[config.mk]
export PLATFORM = sky130hd
export DESIGN_NAME = mult_div_unit_flat
export DESIGN_NICKNAME = d
export VERILOG_FILES = /design/src/rtl/mult_div_unit_pkg.sv /design/src/rtl/mult_div_unit_if.sv /design/src/rtl/mult_div_unit_step.sv /design/src/rtl/mult_div_unit.sv /design/src/flat_wrapper.sv
export SDC_FILE = /design/constraint.sdc
export NUM_CORES = 1
export LEC_CHECK = 0
export ABC_CLOCK_PERIOD_IN_PS = 4100
export BUFFER_PORTS_ARGS = -buffer_cell sky130_fd_sc_hd__buf_2
export CORE_UTILIZATION = 40
export CTS_CLUSTER_DIAMETER = 120
export CTS_CLUSTER_SIZE = 14
export DETAILED_ROUTE_END_ITERATION = 7
export GPL_ROUTABILITY_DRIVEN = 0
export HOLD_SLACK_MARGIN = 0.12
export SETUP_SLACK_MARGIN = 0.02
export SYNTH_ARGS = -nofsm -noshare
export SYNTH_HDL_FRONTEND = slang
export SYNTH_HIERARCHICAL = 1
export SYNTH_SLANG_ARGS = --single-unit
[constraint.sdc]
create_clock -name clk -period 4.1 [get_ports clk]
set_input_delay 0.205 -clock clk [delete_from_list [all_inputs] [get_ports clk]]
set_output_delay 0.205 -clock clk [all_outputs]
set_load 0.01 [all_outputs]
[src/rtl/mult_div_unit_pkg.sv]
// Shared op/state encodings and decode helpers for the iterative multiply/divide unit.
// Signed decoding is only consumed when MDU_SIGNED_EN is defined.
package mult_div_unit_pkg;

    typedef enum logic [1:0] {
        OP_MULTU = 2'b00,
        OP_DIVU  = 2'b01,
        OP_MULT  = 2'b10,
        OP_DIV   = 2'b11
    } op_e;

    typedef enum logic [1:0] {
        ST_IDLE = 2'b00,
        ST_CALC = 2'b01,
        ST_FIX  = 2'b10
    } state_e;

    function automatic logic op_is_div(input op_e op);
        return (op == OP_DIVU) || (op == OP_DIV);
    endfunction

    function automatic logic op_is_signed(input op_e op);
        return (op == OP_MULT) || (op == OP_DIV);
    endfunction

endpackage

[src/rtl/mult_div_unit_if.sv]
// Request/result bundle between the EX-stage operand muxes and the multiply/divide unit.
// master drives operands and MTHI/MTLO writes; slave returns busy/done and HI/LO.
interface mult_div_unit_if
    import mult_div_unit_pkg::*;
#(
    parameter int WIDTH = 32
) ();

    logic             start;
    op_e              op;
    logic [WIDTH-1:0] a;
    logic [WIDTH-1:0] b;
    logic             flush;
    logic             wr_hi;
    logic             wr_lo;
    logic [WIDTH-1:0] wdata;
    logic             busy;
    logic             done;
    logic [WIDTH-1:0] hi;
    logic [WIDTH-1:0] lo;

    modport master (
        output start, op, a, b, flush, wr_hi, wr_lo, wdata,
        input  busy, done, hi, lo
    );

    modport slave (
        input  start, op, a, b, flush, wr_hi, wr_lo, wdata,
        output busy, done, hi, lo
    );

endinterface

[src/rtl/mult_div_unit_step.sv]
// One iteration of the multiply/divide datapath: shift-add (mode=0) or restoring
// shift-subtract (mode=1) on a 2*WIDTH accumulator.
module mult_div_unit_step #(
    parameter int WIDTH = 32
) (
    input  logic [2*WIDTH-1:0] acc,
    input  logic [WIDTH-1:0]   operand,
    input  logic               mode,
    output logic [2*WIDTH-1:0] acc_next
);

    logic [WIDTH:0]   add_sum;
    logic [WIDTH:0]   rem_shift;
    logic [WIDTH-1:0] rem_diff;
    logic             rem_ge;

    always_comb begin
        // Multiply: upper half accumulates the multiplicand, carry shifts in from the top.
        add_sum   = {1'b0, acc[2*WIDTH-1:WIDTH]} + (acc[0] ? {1'b0, operand} : {(WIDTH+1){1'b0}});
        // Divide: partial remainder picks up the next dividend bit before the trial subtract.
        rem_shift = {acc[2*WIDTH-1:WIDTH], acc[WIDTH-1]};
        rem_ge    = rem_shift >= {1'b0, operand};
        rem_diff  = rem_shift[WIDTH-1:0] - operand;

        if (mode) begin
            if (rem_ge) begin
                acc_next = {rem_diff, acc[WIDTH-2:0], 1'b1};
            end else begin
                acc_next = {rem_shift[WIDTH-1:0], acc[WIDTH-2:0], 1'b0};
            end
        end else begin
            acc_next = {add_sum, acc[WIDTH-1:1]};
        end
    end

endmodule

[src/rtl/mult_div_unit.sv]
// Iterative MULT/MULTU/DIV/DIVU unit owning the architectural HI/LO registers.
// Define MDU_SIGNED_EN to build signed ops (magnitude entry plus a one-cycle FIX sign correction).
module mult_div_unit
    import mult_div_unit_pkg::*;
#(
    parameter int WIDTH = 32,
    parameter int CNT_W = 6
) (
    input  logic           clk,
    input  logic           rst_n,
    mult_div_unit_if.slave bus
);

    localparam logic [CNT_W-1:0] LAST_CNT = CNT_W'(WIDTH - 1);

    state_e             state_reg;
    logic [CNT_W-1:0]   cnt_reg;
    logic [2*WIDTH-1:0] acc_reg;
    logic [2*WIDTH-1:0] acc_next;
    logic [WIDTH-1:0]   operand_reg;
    logic [WIDTH-1:0]   hi_reg;
    logic [WIDTH-1:0]   lo_reg;
    logic               is_div_reg;
    logic               busy_reg;
    logic               done_reg;

    logic               accept;
    logic               op_div;
    logic [WIDTH-1:0]   a_mag;
    logic [WIDTH-1:0]   b_mag;

    // A flush in IDLE also swallows a start presented in the same cycle.
    assign accept = (state_reg == ST_IDLE) && bus.start && !bus.flush;
    assign op_div = op_is_div(bus.op);

`ifdef MDU_SIGNED_EN
    logic               op_sgn;
    logic               a_neg;
    logic               b_neg;
    logic               sgn_reg;
    logic               neg_prod_reg;
    logic               neg_lo_reg;
    logic               neg_hi_reg;
    logic [2*WIDTH-1:0] fix_result;

    assign op_sgn = op_is_signed(bus.op);
    assign a_neg  = op_sgn && bus.a[WIDTH-1];
    assign b_neg  = op_sgn && bus.b[WIDTH-1];
    assign a_mag  = a_neg ? -bus.a : bus.a;
    assign b_mag  = b_neg ? -bus.b : bus.b;

    always_comb begin
        fix_result = acc_reg;
        if (!is_div_reg) begin
            if (neg_prod_reg) begin
                fix_result = -acc_reg;
            end
        end else begin
            if (neg_hi_reg) begin
                fix_result[2*WIDTH-1:WIDTH] = -acc_reg[2*WIDTH-1:WIDTH];
            end
            if (neg_lo_reg) begin
                fix_result[WIDTH-1:0] = -acc_reg[WIDTH-1:0];
            end
        end
    end
`else
    assign a_mag = bus.a;
    assign b_mag = bus.b;
`endif

    mult_div_unit_step #(
        .WIDTH (WIDTH)
    ) u_mdu_step (
        .acc      (acc_reg),
        .operand  (operand_reg),
        .mode     (is_div_reg),
        .acc_next (acc_next)
    );

    always_ff @(posedge clk or negedge rst_n) begin
        if (!rst_n) begin
            state_reg    <= ST_IDLE;
            cnt_reg      <= '0;
            acc_reg      <= '0;
            operand_reg  <= '0;
            is_div_reg   <= 1'b0;
            busy_reg     <= 1'b0;
            done_reg     <= 1'b0;
            hi_reg       <= '0;
            lo_reg       <= '0;
`ifdef MDU_SIGNED_EN
            sgn_reg      <= 1'b0;
            neg_prod_reg <= 1'b0;
            neg_lo_reg   <= 1'b0;
            neg_hi_reg   <= 1'b0;
`endif
        end else begin
            done_reg <= 1'b0;
            case (state_reg)
                ST_IDLE: begin
                    // MTHI/MTLO land before a same-cycle start; the result overwrites them later.
                    if (bus.wr_hi) begin
                        hi_reg <= bus.wdata;
                    end
                    if (bus.wr_lo) begin
                        lo_reg <= bus.wdata;
                    end
                    if (accept) begin
                        state_reg   <= ST_CALC;
                        busy_reg    <= 1'b1;
                        cnt_reg     <= '0;
                        is_div_reg  <= op_div;
                        acc_reg     <= {{WIDTH{1'b0}}, (op_div ? a_mag : b_mag)};
                        operand_reg <= op_div ? b_mag : a_mag;
`ifdef MDU_SIGNED_EN
                        sgn_reg      <= op_sgn;
                        neg_prod_reg <= a_neg ^ b_neg;
                        // Divide-by-zero keeps an all-ones quotient regardless of sign.
                        neg_lo_reg   <= (a_neg ^ b_neg) && (bus.b != '0);
                        neg_hi_reg   <= a_neg;
`endif
                    end
                end

                ST_CALC: begin
                    if (bus.flush) begin
                        state_reg <= ST_IDLE;
                        busy_reg  <= 1'b0;
                    end else begin
                        acc_reg <= acc_next;
                        cnt_reg <= cnt_reg + CNT_W'(1);
                        if (cnt_reg == LAST_CNT) begin
`ifdef MDU_SIGNED_EN
                            if (sgn_reg) begin
                                state_reg <= ST_FIX;
                            end else begin
                                state_reg <= ST_IDLE;
                                busy_reg  <= 1'b0;
                                done_reg  <= 1'b1;
                                hi_reg    <= acc_next[2*WIDTH-1:WIDTH];
                                lo_reg    <= acc_next[WIDTH-1:0];
                            end
`else
                            state_reg <= ST_IDLE;
                            busy_reg  <= 1'b0;
                            done_reg  <= 1'b1;
                            hi_reg    <= acc_next[2*WIDTH-1:WIDTH];
                            lo_reg    <= acc_next[WIDTH-1:0];
`endif
                        end
                    end
                end

`ifdef MDU_SIGNED_EN
                ST_FIX: begin
                    state_reg <= ST_IDLE;
                    busy_reg  <= 1'b0;
                    if (!bus.flush) begin
                        done_reg <= 1'b1;
                        hi_reg   <= fix_result[2*WIDTH-1:WIDTH];
                        lo_reg   <= fix_result[WIDTH-1:0];
                    end
                end
`endif

                default: begin
                    state_reg <= ST_IDLE;
                    busy_reg  <= 1'b0;
                end
            endcase
        end
    end

    assign bus.busy = busy_reg;
    assign bus.done = done_reg;
    assign bus.hi   = hi_reg;
    assign bus.lo   = lo_reg;

endmodule

[src/flat_wrapper.sv]
// flat-port wrapper written by rule: the top's interface ports become plain ports
module mult_div_unit_flat import mult_div_unit_pkg::*;
#(
    parameter int WIDTH = 32,
    parameter int CNT_W = 6
)
  (clk, rst_n, bus_start, bus_op, bus_a, bus_b, bus_flush, bus_wr_hi, bus_wr_lo, bus_wdata, bus_busy, bus_done, bus_hi, bus_lo);
  mult_div_unit_if #(.WIDTH(WIDTH)) bus_i ();
  input  logic clk;
  input  logic rst_n;
  input wire logic [$bits(bus_i.start)-1:0] bus_start;
  input wire logic [$bits(bus_i.op)-1:0] bus_op;
  input wire logic [$bits(bus_i.a)-1:0] bus_a;
  input wire logic [$bits(bus_i.b)-1:0] bus_b;
  input wire logic [$bits(bus_i.flush)-1:0] bus_flush;
  input wire logic [$bits(bus_i.wr_hi)-1:0] bus_wr_hi;
  input wire logic [$bits(bus_i.wr_lo)-1:0] bus_wr_lo;
  input wire logic [$bits(bus_i.wdata)-1:0] bus_wdata;
  output wire logic [$bits(bus_i.busy)-1:0] bus_busy;
  output wire logic [$bits(bus_i.done)-1:0] bus_done;
  output wire logic [$bits(bus_i.hi)-1:0] bus_hi;
  output wire logic [$bits(bus_i.lo)-1:0] bus_lo;
  assign bus_i.start = bus_start;
  assign bus_i.op = bus_op;
  assign bus_i.a = bus_a;
  assign bus_i.b = bus_b;
  assign bus_i.flush = bus_flush;
  assign bus_i.wr_hi = bus_wr_hi;
  assign bus_i.wr_lo = bus_wr_lo;
  assign bus_i.wdata = bus_wdata;
  assign bus_busy = bus_i.busy;
  assign bus_done = bus_i.done;
  assign bus_hi = bus_i.hi;
  assign bus_lo = bus_i.lo;
  mult_div_unit #(.WIDTH(WIDTH), .CNT_W(CNT_W)) u_core (.clk(clk), .rst_n(rst_n), .bus(bus_i));
endmodule
==> flow_summary.toml <==
[outcome]
status = "completed"

[power_and_ir_drop]
finalPower_mw = 9.418
vdd_ir_drop_max_uv = 312.2
p_leak_nw = 7.248
power.density_nw_per_um2 = 621.7

[timing]
timing.final.max_slew_violations = 0
maxSlewHeadroom = 0.3374
finalSetupTns_ns = 0
holdWs_ns = 0.1298
tightest_slew_ns = 0.9938
skew_ns = 0.01089
setup_viol = 0
min_period_over_period = 0.9577
period_needed_ns = 3.927
hold_viol = 0
max_freq_mhz = 254.7
rsz0062_at_grt = "true"

[critical_path]
critPathRequiredTime_ns = 4.42
arrival_ns = 4.24
crit_start = "u_core/acc_reg[0]"
reg2regPathDepth = 16
path_buf_inv = 1
path_depth = 16
reg2reg_from = "u_core/acc_reg[0]"
end_kind = "flop"
timing.rr.end = "u_core/bus.hi[31]"
max_stage_delay_ns = 0.45
startpoint_type = "flop"
path_common_cell = "a221oi_2"
worstSetupPathType = "flop to flop"
worstSetupEndpoint = "u_core/bus.hi[31]"
slowest_stage = "dfrtp_2"
cp_max_fo = 7
crit_family = "compound AO/OA/AOI/OAI gates"
regToRegSetupSlack_ns = 0.17
crit_chain = "and2_1 > ha_1 > fa_1 > a21o_1 > a221oi_2 > buf_4 > o31ai_2 > a21bo_2 > o211a_4 > a311o_1 > a221oi_2 > nand2b_1 > a32oi_1 > nand2_1 > o21ai_0 > mux2_2"

[logic_synthesis]
ys_seq_elements = 169
netlist_top_cells_area = "dfrtp_1, mux2i_1, ha_1, mux2_2, a21oi_1"
ys_top_cells_by_count = "dfrtp_1, a21oi_1, o21ai_0"
synth-seq-area-share = 0.3267
ys_warn_count = 6
synth_edf_count = 0
synth_top_area_cell = "dfrtp_1"
yosysMostFrequentCell = "dfrtp_1"
synth_cells = 1450
syn_area_per_cell_sq_um = 8.928
ys.flop_type = "dfrtp_1"
yosys.area.top_type_share = 0.3267
synth_nets = 1621
syn-cell-area_sq_um = 12940
synth_cell_types = 88
ys_async_sr_fraction = 1.000

[grt]
grt_pass1_wl_mm = 58.56
grt_max_degree = 103
grt-ovfl-total = 0
track_usage = 0.2205
grt_pass1_vias = 11100
antenna_found_initial = 0

[cts]
cts_buffers = 17
clock_insertion_delay_worst_skew_ns = 0.44
cts_tree = "done"
cts_max_path_buffers = 2
clkSlewWorstSetupHoldPaths_ns = 0.07
ctsRootBufferMaster = "clkbuf_16"
clock_sinks = 169
htreeDepth = 4

[placed_design]
placed_cells = 1956
hpwl_mm = 26.90
port_buffers = 168

[cells_and_area]
nets = 1786
syn_to_final_growth_pct = 17.02
num_antenna_cells = 0
drive_gt1_frac = 0.2010
instances_no_fill = 2029
largest_reg_flops = 64

[routing]
finalWirelength_mm = 35.99
drtIter0Drc = 747
dr.pass1.iters = 5
wl_per_cell_um = 17.74
avgViaCountPerCell = 5.509
post-route-drc-count = 0
vias = 11180
ant_nets = 0

[floorplan]
fp.dieW_um = 181.9
die_height_um = 181.9
dieArea_sq_um = 33090
start_util = 0.4081
row_count = 65
ios = 170
core_area_sq_um = 31720

[run]
maxCapViolations = 0

[min_path]
holdPathStages = 3
hold_class = "input port to flop"
## power breakdown
part	internal (mW)	leakage (nW)	switching (mW)
Combinational	2.16	4.85	2.92
Sequential	2.17	2.11	0.471
Clock	1.01	0.289	0.694
## cell type report
class,count,area (sq um)
clock buffers,22,474.2
clock inverters,9,138.9
fillers,3075,16570
inverters,114,427.9
multi-input cells,1074,7859
flip-flops and latches,169,4235
well taps,402,503.0
repair buffers,239,1510
## layer usage
layer,up-vias,share of wire,GRT usage
met5,-,0,0
met4,0,0.013,0.05546
met3,26,0.040,0.03410
met2,243,0.47,0.3617
met1,5397,0.47,0.3031
li1,5512,-,-
## cells by family (layout without fill, tap and decap cells)
family,after synthesis,after routing,synth area share
buffers and inverters,207,384,0.07037
adder cells (fa/ha/maj),67,67,0.06592
XOR/XNOR,44,44,0.02977
multiplexers,186,186,0.1523
AO/OA/AOI/OAI,454,454,0.2241
AND/OR/NAND/NOR,323,323,0.1309
flip-flops,169,169,0.3267
## through the flow
stage | instance area [sq um] | setup slack (ns) | utilization
finish | 15150 | 0.1734 | 0.4776
global route | 15150 | 0.001649 | 0.4776
CTS | 15100 | 0.04594 | 0.4762
detailed placement | 14080 | 0.07381 | 0.4439
global placement | 14080 | 0.1237 | 0.4439
floorplan | 12940 | 0.3964 | -
## worst min path at each step
| stage | endpoint | from | slack, ns |
|---|---|---|---|
| global placement | u_core/bus.done | rst_n | 0.42 |
| floorplan | u_core/acc_reg[0] | rst_n | -0.09 |
| detailed placement | u_core/bus.hi[1] | rst_n | 0.41 |
| finish | u_core/operand_reg[18] | bus_a[18] | 0.13 |
| CTS | u_core/operand_reg[18] | bus_a[18] | 0.12 |
| global route | u_core/operand_reg[18] | bus_a[18] | 0.13 |
## worst register-to-register path, delay by kind of cell, from the launching register on
kind / cells / cell delay [ns]
AOI/OAI and AO/OA: 9 / 1.86
adders and majority gates: 2 / 0.64
DFF: 1 / 0.45
and+or+nand+nor: 3 / 0.42
muxes: 1 / 0.28
buffers and inverters: 1 / 0.17
## timing repair
| action | CTS | global route |
|---|---|---|
| hold buffers | 41 | 0 |
| resized for setup | 0 | 7 |
| endpoints found under the setup margin | 0 | 4 |
| setup buffers | 0 | 1 |
| endpoints found under the hold margin | 122 | 0 |
## cells in the final DEF (no fill, tap or decap), drive strengths merged, types with 8 or more instances in the layout
master       instances
mux2i              101
o211ai               9
xnor2               20
a22oi               23
a22o                33
nor3                13
nand3               20
o21ai              142
nor2                42
a21oi              141
and3                 8
dlygate4sd3         41
nor2b               56
nand4               13
and2                35
a21o                25
ha                  65
dfrtp              169
xor2                24
inv                115
clkbuf              22
buf                198
nand2               97
o21bai               8
mux2                85
(Power assumes the default switching activity.)
